**src/rtl/period_meter_ctrl_if.sv**
```systemverilog
// Control-bus bundle for period_meter_ctrl: start request, busy status and the
// result handshake (p_valid / p_ack) with the measured period and overflow flag.
//
// Handshake: the producer raises p_valid together with stable period/ovf and keeps
// all three unchanged until it sees p_ack=1 on a clock edge. p_valid drops on the
// following cycle. start is a one-cycle request that is honoured only while the
// producer is idle. Requests made at any other time are dropped, not queued.
interface period_meter_ctrl_if #(
   parameter int unsigned PW = 10
);
   logic          start;
   logic          p_ack;
   logic          busy;
   logic          p_valid;
   logic [PW-1:0] period;
   logic          ovf;

   // Consumer / control side
   modport master (
      output start,
      output p_ack,
      input  busy,
      input  p_valid,
      input  period,
      input  ovf
   );

   // Measurement sequencer side
   modport slave (
      input  start,
      input  p_ack,
      output busy,
      output p_valid,
      output period,
      output ovf
   );
endinterface

```
**src/rtl/period_meter_ctrl.sv**
```systemverilog
// period_meter_ctrl: arms on start, synchronises the async event pin ne_i, counts
// DIV-cycle ticks between two rising edges and presents the saturating result on
// a valid/ack handshake.
// Optional build macro PM_AVG4_EN: average over 4 consecutive periods (capture on
// the 4th rise after arming, PW+2 bit accumulator, result = acc >> 2).
// state_o exposes the FSM state: 0 IDLE, 1 ARM, 2 MEAS, 3 HOLD.
module period_meter_ctrl #(
   parameter int unsigned DIV = 100,
   parameter int unsigned PW  = 10
) (
   input  logic                      clk_i,
   input  logic                      rst_i,
   input  logic                      ne_i,
   period_meter_ctrl_if.slave        bus,
   output logic [1:0]                state_o
);

   localparam int unsigned PSW = (DIV > 1) ? $clog2(DIV) : 1;
   localparam logic [PSW-1:0] PS_RELOAD = PSW'(DIV - 1);
`ifdef PM_AVG4_EN
   localparam int unsigned CW = PW + 2;
`else
   localparam int unsigned CW = PW;
`endif
   localparam logic [CW-1:0] CNT_MAX = '1;

   typedef enum logic [1:0] {
      S_IDLE = 2'd0,
      S_ARM  = 2'd1,
      S_MEAS = 2'd2,
      S_HOLD = 2'd3
   } state_t;

   state_t         state_q, state_d;

   logic           s1_q, s2_q, s3_q;
   logic           rise;

   logic [PSW-1:0] presc_q;
   logic [CW-1:0]  cnt_q;
   logic           ovf_int_q;

   logic [PW-1:0]  period_q;
   logic           ovf_q;
   logic           p_valid_q;
   logic           busy_q;

   // FSM controls
   logic           arm_clr;
   logic           arm_load;
   logic           meas_run;
   logic           cap_en;
   logic           last_rise;

   // datapath helpers
   logic           tick;
   logic           cnt_sat;
   logic [CW-1:0]  cnt_inc;
   logic [CW-1:0]  cnt_cap;
   logic           ovf_cap;

   // Two-flop synchroniser plus delay flop for rising-edge detection on ne_i
   always_ff @(posedge clk_i) begin
      if (rst_i) begin
         s1_q <= 1'b0;
         s2_q <= 1'b0;
         s3_q <= 1'b0;
      end else begin
         s1_q <= ne_i;
         s2_q <= s1_q;
         s3_q <= s2_q;
      end
   end

   assign rise = s2_q & ~s3_q;

`ifdef PM_AVG4_EN
   logic [1:0] ec_q;

   // Edge counter: counts rises inside MEAS, the 4th one closes the average
   always_ff @(posedge clk_i) begin
      if (rst_i || arm_clr) begin
         ec_q <= 2'd0;
      end else if (meas_run && rise && (ec_q != 2'd3)) begin
         ec_q <= ec_q + 2'd1;
      end
   end

   assign last_rise = rise && (ec_q == 2'd3);
`else
   assign last_rise = rise;
`endif

   // FSM state register
   always_ff @(posedge clk_i) begin
      if (rst_i) begin
         state_q <= S_IDLE;
      end else begin
         state_q <= state_d;
      end
   end

   // FSM next-state logic
   always_comb begin
      state_d = state_q;
      case (state_q)
         S_IDLE: if (bus.start)  state_d = S_ARM;
         S_ARM:  if (rise)       state_d = S_MEAS;
         S_MEAS: if (last_rise)  state_d = S_HOLD;
         S_HOLD: if (bus.p_ack)  state_d = S_IDLE;
         default:                state_d = S_IDLE;
      endcase
   end

   // FSM output decode: datapath controls per state
   always_comb begin
      arm_clr  = 1'b0;
      arm_load = 1'b0;
      meas_run = 1'b0;
      cap_en   = 1'b0;
      case (state_q)
         S_ARM: begin
            arm_clr  = 1'b1;
            arm_load = rise;
         end
         S_MEAS: begin
            meas_run = 1'b1;
            cap_en   = last_rise;
         end
         default: ;
      endcase
   end

   assign tick    = meas_run && (presc_q == '0);
   assign cnt_sat = (cnt_q == CNT_MAX);
   assign cnt_inc = cnt_sat ? cnt_q : cnt_q + CW'(1);
   // A tick coinciding with the closing rise is part of the captured value
   assign cnt_cap = tick ? cnt_inc : cnt_q;
   assign ovf_cap = ovf_int_q | (tick & cnt_sat);

   // Prescaler: loaded on the arming rise, free-running down-counter while measuring
   always_ff @(posedge clk_i) begin
      if (rst_i) begin
         presc_q <= '0;
      end else if (arm_load) begin
         presc_q <= PS_RELOAD;
      end else if (meas_run) begin
         presc_q <= (presc_q == '0) ? PS_RELOAD : presc_q - PSW'(1);
      end
   end

   // Tick counter / accumulator with saturation and sticky overflow
   always_ff @(posedge clk_i) begin
      if (rst_i || arm_clr) begin
         cnt_q     <= '0;
         ovf_int_q <= 1'b0;
      end else if (tick) begin
         cnt_q <= cnt_inc;
         if (cnt_sat) ovf_int_q <= 1'b1;
      end
   end

   // Result capture and registered status outputs
   always_ff @(posedge clk_i) begin
      if (rst_i) begin
         period_q  <= '0;
         ovf_q     <= 1'b0;
         p_valid_q <= 1'b0;
         busy_q    <= 1'b0;
      end else begin
         if (cap_en) begin
`ifdef PM_AVG4_EN
            period_q <= PW'(cnt_cap >> 2);
`else
            period_q <= cnt_cap;
`endif
            ovf_q <= ovf_cap;
         end
         p_valid_q <= (state_d == S_HOLD);
         busy_q    <= (state_d == S_ARM) || (state_d == S_MEAS);
      end
   end

   assign bus.busy    = busy_q;
   assign bus.p_valid = p_valid_q;
   assign bus.period  = period_q;
   assign bus.ovf     = ovf_q;
   assign state_o     = state_q;

endmodule
```
**src/flat_wrapper.sv**
```systemverilog
// flat-port wrapper written by rule: the top's interface ports become plain ports
module period_meter_ctrl_flat 
#(
   parameter int unsigned DIV = 100,
   parameter int unsigned PW  = 10
)
  (clk_i, rst_i, ne_i, state_o, bus_start, bus_p_ack, bus_busy, bus_p_valid, bus_period, bus_ovf);
  period_meter_ctrl_if #(.PW(PW)) bus_i ();
  input  logic clk_i;
  input  logic rst_i;
  input  logic ne_i;
  output logic [1:0] state_o;
  input wire logic [$bits(bus_i.start)-1:0] bus_start;
  input wire logic [$bits(bus_i.p_ack)-1:0] bus_p_ack;
  output wire logic [$bits(bus_i.busy)-1:0] bus_busy;
  output wire logic [$bits(bus_i.p_valid)-1:0] bus_p_valid;
  output wire logic [$bits(bus_i.period)-1:0] bus_period;
  output wire logic [$bits(bus_i.ovf)-1:0] bus_ovf;
  assign bus_i.start = bus_start;
  assign bus_i.p_ack = bus_p_ack;
  assign bus_busy = bus_i.busy;
  assign bus_p_valid = bus_i.p_valid;
  assign bus_period = bus_i.period;
  assign bus_ovf = bus_i.ovf;
  period_meter_ctrl #(.DIV(DIV), .PW(PW)) u_core (.clk_i(clk_i), .rst_i(rst_i), .ne_i(ne_i), .bus(bus_i), .state_o(state_o));
endmodule
```
**config.mk**
```make
export PLATFORM = sky130hd
export DESIGN_NAME = period_meter_ctrl_flat
export DESIGN_NICKNAME = d
export VERILOG_FILES = /design/src/rtl/period_meter_ctrl_if.sv /design/src/rtl/period_meter_ctrl.sv /design/src/flat_wrapper.sv
export SDC_FILE = /design/constraint.sdc
export NUM_CORES = 1
export LEC_CHECK = 0
export ABC_CLOCK_PERIOD_IN_PS = 2050
export CAP_MARGIN = 20
export CORE_MARGIN = 4
export CORE_UTILIZATION = 49
export DETAILED_ROUTE_END_ITERATION = 7
export GPL_ROUTABILITY_DRIVEN = 0
export PLACE_DENSITY = 0.74
export SLEW_MARGIN = 20
export SYNTH_ARGS = -nofsm -noshare
export SYNTH_HDL_FRONTEND = slang
export SYNTH_SLANG_ARGS = --single-unit
```
**constraint.sdc**
```tcl
create_clock -name clk_i -period 2.05 [get_ports clk_i]
set_input_delay 0.3075 -clock clk_i [delete_from_list [all_inputs] [get_ports clk_i]]
set_output_delay 0.3075 -clock clk_i [all_outputs]
set_load 0.05 [all_outputs]
```
* Word-level counts from Yosys, hierarchy flattened
Cells that the tools add are included.
** Word-level totals
- Flip-flop bits (word level) :: 36
- Bits in latches :: 0
- Memory bits (writable) :: 0
- Memory bits (read-only) :: 0
- Input port bits :: 5
- Output and inout bits :: 15
- Logic and storage cells :: 47
- Memories kept :: 0
** Operators by class
- Add/sub/neg operators :: 2
- Multiply operators :: 0
- Divide/modulo/power cells :: 0
- Magnitude comparators :: 0
- Eq/ne operators :: 7
- Shift operators :: 0
- Muxes and demuxes :: 14
- Bitwise operators :: 4
- Reduce and logical (&&, ||, !) cells :: 8
** Operators by type and width (count)
- two-way mux 7 bit :: 3
- two-way mux 10 bit :: 2
- adder 10 x 1 -> 10 bit (second input constant) :: 1
- == test 10 bit (second input constant) :: 1
- == test 2 bit (second input constant) :: 4
- two-way mux 2 bit :: 4
- case mux 2 bit (4 select lines) :: 1
- zero test 7 bit :: 1
- subtractor 7 x 1 -> 7 bit (second input constant) :: 1
- == test 2 x 1 -> 1 bit (second input constant) :: 2
- two-way mux 1 bit :: 4
- bitwise AND 1 bit :: 2
- zero test 2 bit :: 1
- logical OR 1 bit :: 2
- AND reduction 2 bit :: 1
- nonzero test 2 bit :: 1
- OR reduction 2 bit :: 1
- logical AND 1 bit :: 1
- NOT 1 bit :: 1
- OR 1 bit :: 1

* Longest topological paths before layout
- Depth after elaboration :: 6
- Depth in mapped cells :: 6

* Least setup slack after synthesis
OpenSTA, ideal clock, no wires.
- Path kind :: flip-flop to flip-flop
- From :: reg u_core.state_q[1] (netlist: u_core.state_o[1])
- To :: reg u_core.period_q[0] (netlist: u_core.bus.period[0])
- Arrival time :: 1949 ps
- Data required time :: 1976 ps
- Slack :: 27 ps
- Stages on the path, launching flop included :: 6
- Path buffers :: 1
- Clock period less this slack :: 2023 ps
- Path through :: dfxtp_1 > buf_2 > nor4b_1 > nand2_1 > or3_1 > a31oi_1
** Between the ends
- Word-level cells in the longest chain between the ends :: 4
- Elaborated cells on any way between the ends :: 5
- Those cells by class :: 1 x eq/ne; 3 x mux; 1 x reduce/logical
** Ends and longest elaborated chain
- from (decl) :: line period_meter_ctrl.sv:34 : state_t state_q, state_d;
- from (signal assigned) :: line period_meter_ctrl.sv:99 : state_q <= state_d;
- == test 2 bit * :: line period_meter_ctrl.sv:121 : case (state_q)
- two-way mux 1 bit :: line period_meter_ctrl.sv:121
- logical AND 1 bit :: line period_meter_ctrl.sv:134 : assign tick = meas_run && (presc_q == '0);
- two-way mux 10 bit :: line period_meter_ctrl.sv:138 : assign cnt_cap = tick ? cnt_inc : cnt_q;
- to (signal assigned) :: line period_meter_ctrl.sv:175 : period_q <= cnt_cap;
- to (decl) :: line period_meter_ctrl.sv:43 : logic [PW-1:0] period_q;
Mark *: on every way between the ends. The rest lies on a longest branch, timed or not.
A chain may end at the register's enable or synchronous reset.

* Worst setup path after layout
- From :: reg u_core.presc_q[0]
- To :: reg u_core.cnt_q[3]
** Between the ends
- Word-level cells in the longest chain between the ends :: 3
** Ends and longest elaborated chain
- from (decl) :: line period_meter_ctrl.sv:39 : logic [PSW-1:0] presc_q;
- from (signal assigned) :: line period_meter_ctrl.sv:148 : presc_q <= (presc_q == '0) ? PS_RELOAD : presc_q - PSW'(1);
- zero test 7 bit :: line period_meter_ctrl.sv:134
- logical AND 1 bit :: line period_meter_ctrl.sv:134
- two-way mux 10 bit
- to (signal assigned) :: line period_meter_ctrl.sv:158 : cnt_q <= cnt_inc;
- to (decl) :: line period_meter_ctrl.sv:40 : logic [CW-1:0] cnt_q;
Every way passes these cells.

==> qor.yml <==
crit_type: "register to register"
final_max_slew_viol_count: 0
ys_async_sr_fraction_pct: 0
powerDensity_mw_per_mm2: 676
setup_viol: 0
tns_ns: 0
hold_viol_final: 0
grt_overflow: 0
end_kind: "register"
hp-class: "register to register"
grt_setup_unrepaired: "no"
crit_arrival_ns: 2.27
layout_common_cells: "34 x dfxtp_1, 17 x clkdlybuf4s50_1, 17 x buf_4"
vias: 1613
start_util_pct: 50.9
synth_top_area_share_pct: 42.1
crit_chain: "inv_2 -> ha_4 -> or3b_4 -> or3_4 -> or4_4 -> a21oi_2"
vias_per_cell: 5.89
synth_cells: 197
tritoncts: "done"
synth_area_mm2: 0.00171
core_area_mm2: 0.00336
synth_top_family_by_area: "simple AND/OR/NAND/NOR gates"
clk_path_buf_depth: 2
grt_pass1_vias: 1606
dieArea_mm2: 0.00450
portBuffers: 19
cts.sinks: 36
final_util_pct: 64.2
path_delay_family: "simple AND/OR/NAND/NOR gates"
grt_max_degree: 19
worst_slew_pin_slew_ns: 0.507
drtPass1Iterations: 5
fp.dieH_um: 67.1
drive_gt1_share_pct: 17.5
hpwl_mm: 3.08
die_x_um: 67.1
diodes: 0
routedWlPerCell_um: 15.7
synth_nets: 206
numCtsBuffers: 5
synth_area_leader_cell: "dfxtp_1"
ios: 20
grt_usage_pct: 21.8
worstSkewPairLatency_ns: 0.34
cap_viol_max_count: 0
syn_area_per_cell_um2: 8.69
cellLeakagePower_uw: 0.000780
ys_seq_elements: 36
max_freq_ghz: 0.503
skew_ns: 0.00765
synth_adder_area_share_pct: 2.92
required_ns: 2.33
num-nets-final: 236
wl_mm: 4.31
synth_mux_area_share_pct: 1.83
grt_pass1_wl_mm: 7.29
finalCriticalPeriod_ns: 1.99
antenna_left: 0
clk_pin_slew_ns: 0.11
yosysWarnings: 0
num_rows: 21
ctsRootBufferMaster: "clkbuf_4"
synth_compound_area_share_pct: 18.4
cp-start-kind: "register"
cts_hold_buf: 0
slowest_stage: "or4_4"
ys_types: 47
finalCritPeriodShare_pct: 97.0
status: "complete, no violations"
areaGrowthSynthToFinish_pct: 26.1
ir_drop_v: 0.000357
htreeDepth: 2
drtIter0Drc: 89
slowest_delay_ns: 0.44
drcViolationCount: 0
synth-edff-count: 0
layout_commonest_cell: "dfxtp_1"
synth_xor_area_share_pct: 2.56
critPathMaxFanout: 4
synth_area_leaders: "dfxtp_1 42%, a21oi_1 3.8%, o21ai_0 3.8%"
seq_area_frac_synth_pct: 42.1
crit_buf_inv: 1
synth-simple-area-share_pct: 28.4
synth_ff_type: "dfxtp_1"
slew_headroom_pct: 66.1
antenna_found_initial: 0
[state kept, by name (all words and copies together) (netlist names)]
name                count
u_core.bus.period      10
u_core.presc_q          7
u_core.s1_q             1
u_core.bus.p_valid      1
u_core.cnt_q           10
u_core.bus.busy         1
u_core.bus.ovf          1
u_core.s2_q             1
u_core.s3_q             1
u_core.ovf_int_q        1
u_core.state_o          2
[logic make-up after synthesis]
kind of cell,after synthesis
simple gates,82
compound gates,50
flops,36
buf+inv,17
xor+xnor,5
fa+ha+maj,4
mux,3
[cell usage after synthesis (2+ instances only)]
cell type and n:
o31ai_1 2, nor3b_1 2, a211oi_1 2, nand2_1 10
xor2_1 3, o211ai_1 4, nor3_1 9, mux2i_1 2
a31oi_1 6, and4_1 3, a21oi_1 13, xnor2_1 2
nor2b_1 9, inv_1 6, nand3_1 10, dfxtp_1 36
nand4_1 4, nor4b_1 3, o2111ai_1 3, a21o_1 2
buf_1 2, or3_1 5, o21ai_0 13, clkbuf_1 8
or4_1 2, ha_1 4, nor2_1 12
[repair_timing]
item,4_1_cts,5_1_grt
gates resized for setup,5,6
setup buffers,0,0
endpoints found under the setup margin,3,2
pin swaps,1,2
[worst paths after layout]
kind	startpoint	end	slack, ns	depth (start not counted)
max	u_core.presc_q[0]	u_core.cnt_q[3]	0.06	6
min	u_core.s1_q	u_core.s2_q	0.44	1
max reg2reg	u_core.presc_q[0]	u_core.cnt_q[3]	0.06	6
min reg2reg	u_core.s1_q	u_core.s2_q	0.44	1
[layer usage]
layer  global-route usage (%)  wire length, um  vias to the layer above
met5                        0                0                        -
li1                         -                -                      793
met3                     6.75              248                       11
met2                     35.7             2120                       40
met4                     10.9              105                        0
met1                     25.5             1830                      769
[power by group]
part | internal, uW | switching, uW
sequential | 714 | 17.1
combinational | 75.9 | 87.6
clock | 324 | 241
[stage by stage]
stage	total power [uW]	hold slack (ns)	cells	instance area (um^2)	setup slack (ns)
2_1_floorplan	836	0.414	197	1710	0.0266
3_3_place_gp	895	0.421	266	2030	0.0438
3_5_place_dp	899	0.429	266	2030	-0.00831
4_1_cts	1470	0.458	274	2140	0.00178
5_1_grt	1520	0.476	274	2160	0.0150
6_report	1460	0.445	274	2160	0.0606
[area by class of cell]
type                            count  area [um^2]
Inverter                            6         22.5
Multi-Input combinational cell    144          962
Clock inverter                      1         30.0
Tap cell                           46         57.6
Sequential cell                    36          723
Fill cell                         310         1200
Timing Repair Buffer               34          298
Clock buffer                        7         65.1
(Power assumes the default switching activity.)
